==> config.mk <==
export PLATFORM = sky130hd
export DESIGN_NAME = tristate_bus_sched
export DESIGN_NICKNAME = d
export VERILOG_FILES = /design/src/rtl/tristate_bus_sched.sv
export SDC_FILE = /design/constraint.sdc
export NUM_CORES = 1
export LEC_CHECK = 0
export ABC_CLOCK_PERIOD_IN_PS = 4100
export BUFFER_PORTS_ARGS = -buffer_cell sky130_fd_sc_hd__buf_2
export CAP_MARGIN = 0
export CORE_UTILIZATION = 30
export DETAILED_ROUTE_END_ITERATION = 8
export MAX_ROUTING_LAYER = met4
export PLACE_DENSITY = 0.58
export SYNTH_ARGS = -nofsm -noshare
export SYNTH_HDL_FRONTEND = slang
export SYNTH_SLANG_ARGS = --single-unit
==> constraint.sdc <==
create_clock -name clk -period 4.1 [get_ports clk]
set_input_delay 0.205 -clock clk [delete_from_list [all_inputs] [get_ports clk]]
set_output_delay 0.205 -clock clk [all_outputs]
set_load 0.005 [all_outputs]
==> src/rtl/tristate_bus_sched.sv <==
// Purpose: round-robin owner scheduler for one shared tri-state bus built from bufif0 drivers (active-low enables).
// Latency: oe_n falls one edge after a request is seen in IDLE; grant follows cfg_on_dly+1 edges later; all outputs registered.
// Backpressure: none; requesters hold req (level) until they are granted, and the owner releases the bus with done or by dropping req.
//
// Ports:
//   clk, rst                 rising-edge clock, synchronous active-high reset
//   req[N_REQ]               per-requester level request
//   done[N_REQ]              per-requester release pulse, honoured only from the current owner while it owns the bus
//   cfg_on_dly, cfg_off_dly  settle cycles before grant / dead cycles after release (latched when the window starts)
//   oe_n[N_REQ]              active-low driver enables, at most one low at a time
//   grant[N_REQ]             one-hot grant, the owner may drive data
//   owner_id                 index of the current or most recent owner
//   busy                     high whenever the scheduler is not idle
//   timeout                  one-cycle pulse when an owner is forced off after MAX_HOLD cycles
module tristate_bus_sched #(
  parameter int N_REQ    = 4,
  parameter int CNT_W    = 4,
  parameter int MAX_HOLD = 16
) (
  input  logic                       clk,
  input  logic                       rst,
  input  logic [N_REQ-1:0]           req,
  input  logic [N_REQ-1:0]           done,
  input  logic [CNT_W-1:0]           cfg_on_dly,
  input  logic [CNT_W-1:0]           cfg_off_dly,
  output logic [N_REQ-1:0]           oe_n,
  output logic [N_REQ-1:0]           grant,
  output logic [$clog2(N_REQ)-1:0]   owner_id,
  output logic                       busy,
  output logic                       timeout
);

  localparam int ID_W   = $clog2(N_REQ);
  localparam int HOLD_W = (MAX_HOLD > 1) ? $clog2(MAX_HOLD) : 1;
  // Hold counter value on the last permitted cycle of ownership.
  localparam logic [HOLD_W-1:0] HOLD_LAST = (MAX_HOLD > 0) ? HOLD_W'(MAX_HOLD - 1) : '0;
  localparam bit                HOLD_EN   = (MAX_HOLD != 0);
  // Pointer resets to the last index so that index 0 wins the first arbitration.
  localparam logic [ID_W-1:0]   PTR_RST   = ID_W'(N_REQ - 1);

  typedef enum logic [1:0] {
    IDLE    = 2'd0,
    SETUP   = 2'd1,
    OWN     = 2'd2,
    TURNOFF = 2'd3
  } state_t;

  state_t              state, state_nxt;
  logic [ID_W-1:0]     ptr, ptr_nxt;
  logic [ID_W-1:0]     owner_nxt;
  logic [N_REQ-1:0]    oe_n_nxt;
  logic [N_REQ-1:0]    grant_nxt;
  logic                busy_nxt;
  logic                timeout_nxt;
  logic [CNT_W-1:0]    cnt, cnt_nxt;
  logic [HOLD_W-1:0]   hold, hold_nxt;

  logic [ID_W-1:0]     rr_pick;
  logic                rr_found;
  logic                own_req;
  logic                own_done;
  logic                hold_hit;
  logic                release_now;

  // Round-robin search: first set req starting at ptr+1, wrapping, so the
  // previous owner (held in ptr) is examined last.
  always_comb begin
    logic [ID_W-1:0] cand;
    rr_pick  = '0;
    rr_found = 1'b0;
    cand     = '0;
    for (int i = 1; i <= N_REQ; i++) begin
      cand = ID_W'((int'(ptr) + i) % N_REQ);
      if (!rr_found && req[cand]) begin
        rr_found = 1'b1;
        rr_pick  = cand;
      end
    end
  end

  assign own_req     = req[owner_id];
  assign own_done    = done[owner_id];
  assign hold_hit    = HOLD_EN && (hold == HOLD_LAST);
  assign release_now = own_done || !own_req || hold_hit;

  always_comb begin
    state_nxt   = state;
    ptr_nxt     = ptr;
    owner_nxt   = owner_id;
    oe_n_nxt    = oe_n;
    grant_nxt   = grant;
    cnt_nxt     = cnt;
    hold_nxt    = hold;
    timeout_nxt = 1'b0;

    case (state)
      IDLE: begin
        if (rr_found) begin
          ptr_nxt           = rr_pick;
          owner_nxt         = rr_pick;
          oe_n_nxt          = '1;
          oe_n_nxt[rr_pick] = 1'b0;
          cnt_nxt           = cfg_on_dly;
          state_nxt         = SETUP;
        end
      end

      SETUP: begin
        if (!own_req) begin
          // Requester gave up while its driver was still settling: turn it
          // off and honour the dead window before anyone else may drive.
          oe_n_nxt  = '1;
          cnt_nxt   = cfg_off_dly;
          state_nxt = TURNOFF;
        end else if (cnt == '0) begin
          grant_nxt           = '0;
          grant_nxt[owner_id] = 1'b1;
          hold_nxt            = '0;
          state_nxt           = OWN;
        end else begin
          cnt_nxt = cnt - 1'b1;
        end
      end

      OWN: begin
        if (release_now) begin
          grant_nxt   = '0;
          oe_n_nxt    = '1;
          cnt_nxt     = cfg_off_dly;
          state_nxt   = TURNOFF;
          // Forced only when the limit alone caused the release; a coincident
          // done or req drop counts as a normal release.
          timeout_nxt = own_req && !own_done;
        end else begin
          hold_nxt = hold + 1'b1;
        end
      end

      TURNOFF: begin
        if (cnt == '0) begin
          state_nxt = IDLE;
        end else begin
          cnt_nxt = cnt - 1'b1;
        end
      end

      default: begin
        state_nxt = IDLE;
        oe_n_nxt  = '1;
        grant_nxt = '0;
      end
    endcase

    busy_nxt = (state_nxt != IDLE);
  end

  always_ff @(posedge clk) begin
    if (rst) begin
      state    <= IDLE;
      ptr      <= PTR_RST;
      owner_id <= '0;
      oe_n     <= '1;
      grant    <= '0;
      busy     <= 1'b0;
      timeout  <= 1'b0;
      cnt      <= '0;
      hold     <= '0;
    end else begin
      state    <= state_nxt;
      ptr      <= ptr_nxt;
      owner_id <= owner_nxt;
      oe_n     <= oe_n_nxt;
      grant    <= grant_nxt;
      busy     <= busy_nxt;
      timeout  <= timeout_nxt;
      cnt      <= cnt_nxt;
      hold     <= hold_nxt;
    end
  end

  // Electrical safety properties of the enable outputs.
  a_one_driver:   assert property (@(posedge clk) disable iff (rst) $onehot0(~oe_n));
  a_grant_driven: assert property (@(posedge clk) disable iff (rst) (grant & oe_n) == '0);
  a_grant_in_own: assert property (@(posedge clk) disable iff (rst) (state == OWN) || (grant == '0));
  a_off_quiet:    assert property (@(posedge clk) disable iff (rst)
                                   (state == SETUP) || (state == OWN) || (oe_n == '1));
  a_busy_state:   assert property (@(posedge clk) disable iff (rst) busy == (state != IDLE));

endmodule
==> reports/metrics.cfg <==
[synthesis]
synth.distinct_cells = 54
synth_warnings = 0
synth_area_um2 = 1700
synthAdderAreaFrac = 0.0664
synth_fp_nets = 225
synthSimpleGateAreaFrac = 0.259
synth_top_family_by_area = simple AND/OR/NAND/NOR gates
async_flop_share = 0
ys_seq_area_frac = 0.283
synth_compound_area_frac = 0.210
synth.area.mux_share = 0.127
synth-seq-cells = 24
yosys_most_used_dff = dfxtp_1
synth_area_per_cell_um2 = 8.57
synth-edff-count = 0
synthXorXnorAreaFrac = 0.00516
syn_inst = 198

[floorplanning]
rows = 27
start_util = 0.310
fp.dieH_um = 77.2
die_w_um = 77.2
dieArea_um2 = 5960
core-area_um2 = 5470
io_pins = 30

[layout]
drive_above_1_share = 0.234
num-fill-cells = 609
fin_area_um2 = 1950
num_antenna_cells = 0
syn_to_final_growth_pct = 15.1
final_cell_mix = buf_2 (29), dfxtp_1 (24), nand2_1 (19), nor2_1 (19)
final_common_cell = buf_2
nNetsFinal = 250

[grt]
track_usage = 0.144
grt_pass1_vias = 1458
grt_pass1_wl_um = 6750
grt_overflow = 0
grt_max_degree = 24
grt_antenna_before_repair = 0

[power]
seqPwrFrac = 0.289
netSwitchingFraction = 0.419
power.share.clock = 0.171
peakVddDrop_uv = 295
powerDensity_nw_per_um2 = 650
p_leak_nw = 0.774
power_frac_comb = 0.540
p_switching_mw = 0.532
internal_power_mw = 0.737

[critical_path]
rr_startpoint = state[0]
arrival_ns = 2.43
crit_type = reg2reg
max_stage_delay_ns = 0.52
crit_buf_inv = 2
worst-endpoint-required_ns = 4.28
worstSetupStartpointType = flip-flop
r2r_slack_ns = 1.85
r2r-end = hold[3]
r2r_cells = 6
cp-end-kind = flip-flop
worst_path_max_delay_cell = ha_1
crit_top_cell = inv_1
crit_fanout = 14
cp_top_family = simple AND/OR/NAND/NOR gates
worstPathCellList = inv_1 > ha_1 > inv_1 > or3_1 > or4_1 > o311ai_1

[job]
maxCapViolCount = 0

[sta]
rsz0062_at_grt = false
finalCritPeriodShare = 0.549
finalHoldViolCount = 0
worst_pin_slew_ns = 0.908
setup_viol = 0
post-route-min-period_ns = 2.25
fmax_mhz = 444
slew_viol_final = 0
max_slew_margin = 0.387
setup-tns-final_ns = 0
clock_skew_ns = 0.0112

[placement]
place.gp.congestion = 0.809
port-buffer-count = 29
dpl_cell_area_um2 = 1880
dpl.hpwl_um = 2970

[cts]
cts-hold-fix-buffers = 0
cts.clk_slew.worst_paths_ns = 0.10
cts.path.max_buffers = 2
htree_levels = 1
root_buffer = clkbuf_8
clock-sinks = 24
tritoncts = done
cts_buffers = 3
cts_setup_buffers = 0
clock_latency_ns = 0.28
post_cts_resized = 0

[detailed_routing]
wl_per_cell_um = 13.7
viasPerCell = 5.28
antenna_left = 0
firstDrtPassIters = 5
drc = 0
drt_iter0_drc = 79
vias = 1551
wl_um = 4030

[hold_path]
whs_path_depth = 3
hold_end = cnt[0]
hp-class = in2reg
min_from = cfg_on_dly[0]

[run_status]
outcome = complete, no violations

[stage by stage]
step | cells | hold WS [ns] | util | worst slack [ns] | total power [mW]
2_1_floorplan | 198 | 0.396 | - | 2.27 | 0.923
3_3_place_gp | 290 | 0.446 | 0.344 | 1.93 | 1.05
3_5_place_dp | 290 | 0.449 | 0.344 | 1.89 | 1.06
4_1_cts | 294 | 0.220 | 0.357 | 1.87 | 1.28
5_1_grt | 294 | 0.253 | 0.357 | 1.71 | 1.38
6_report | 294 | 0.224 | 0.357 | 1.85 | 1.27
[worst reg2reg max path, stage by stage (launching register included)]
cell and delay (ns):
dfxtp_1 0.38, inv_1 0.19, ha_1 0.52, inv_1 0.22, or3_1 0.37, or4_1 0.40
o311ai_1 0.08
[kinds of logic after synthesis]
group,Yosys count
and+or+nand+nor,81
muxes,18
buffers and inverters,18
AOI/OAI and AO/OA,47
xor gates and xnor gates,1
DFF,24
adders and majority gates,9
[area by class of cell]
type	instances	area [um2]	area share
Sequential cell	24	480	0.246
Clock buffer	3	41.3	0.0211
Tap cell	72	90.1	0.0461
Timing Repair Buffer	29	145	0.0743
Clock inverter	1	30.0	0.0154
Multi-Input combinational cell	156	1130	0.580
Inverter	9	33.8	0.0173
[flip-flops by register name (all words and copies together) (netlist names)]
signal,cells
state,2
hold,4
oe_n,4
timeout,1
ptr,2
cnt,4
grant,4
owner_id,2
busy,1
[layer usage]
| metal | global-route usage | vias to the layer above | wire (um) |
|---|---|---|---|
| li1 | - | 780 | - |
| met1 | 0.184 | 719 | 1930 |
| met2 | 0.233 | 50 | 1790 |
| met3 | 0.0333 | 2 | 289 |
| met4 | 0.0245 | 0 | 15 |
| met5 | - | - | 0 |
[synth_stat cells, types with 2 or more instances]
cell type / number / share of area
nor2_1: 19 / 0.042
a221o_1: 2 / 0.012
mux2_2: 2 / 0.013
clkbuf_1: 5 / 0.011
nand4b_1: 3 / 0.015
mux2i_1: 11 / 0.065
nor3_1: 6 / 0.018
mux2_4: 4 / 0.035
or2_2: 2 / 0.0074
o31ai_1: 2 / 0.0088
nand2b_1: 3 / 0.011
a21oi_1: 11 / 0.032
o21ai_0: 6 / 0.018
a311o_1: 2 / 0.012
nand3b_1: 2 / 0.0088
nor4_1: 4 / 0.015
and3b_1: 3 / 0.015
o211ai_1: 5 / 0.022
a211oi_1: 2 / 0.0088
nand3_1: 4 / 0.012
dfxtp_1: 24 / 0.28
inv_1: 9 / 0.020
or3_1: 2 / 0.0074
o32ai_1: 3 / 0.015
nand2_1: 19 / 0.042
nor2b_1: 4 / 0.015
ha_1: 9 / 0.066
buf_6: 2 / 0.013
a21oi_2: 3 / 0.015
[power by group through the flow]
| stage | registers (mW) | logic [mW] | clock network (mW) |
|---|---|---|---|
| floorplan | 0.346 | 0.577 | 0 |
| global placement | 0.372 | 0.679 | 0 |
| detailed placement | 0.374 | 0.685 | 0 |
| CTS | 0.368 | 0.687 | 0.225 |
| global route | 0.380 | 0.764 | 0.234 |
| finish | 0.367 | 0.685 | 0.216 |
[worst max path at each step]
stage / end / cells past startpoint / slack [ns] / from
after floorplan: hold[3] / 6 / 2.27 / state[0]
after global placement: hold[3] / 6 / 1.93 / state[0]
after detailed placement: hold[3] / 6 / 1.89 / state[0]
after CTS: hold[3] / 6 / 1.87 / state[0]
after global routing: hold[3] / 6 / 1.71 / state[0]
final: hold[3] / 6 / 1.85 / state[0]
Note: power is estimated with default switching activity, not from simulation.
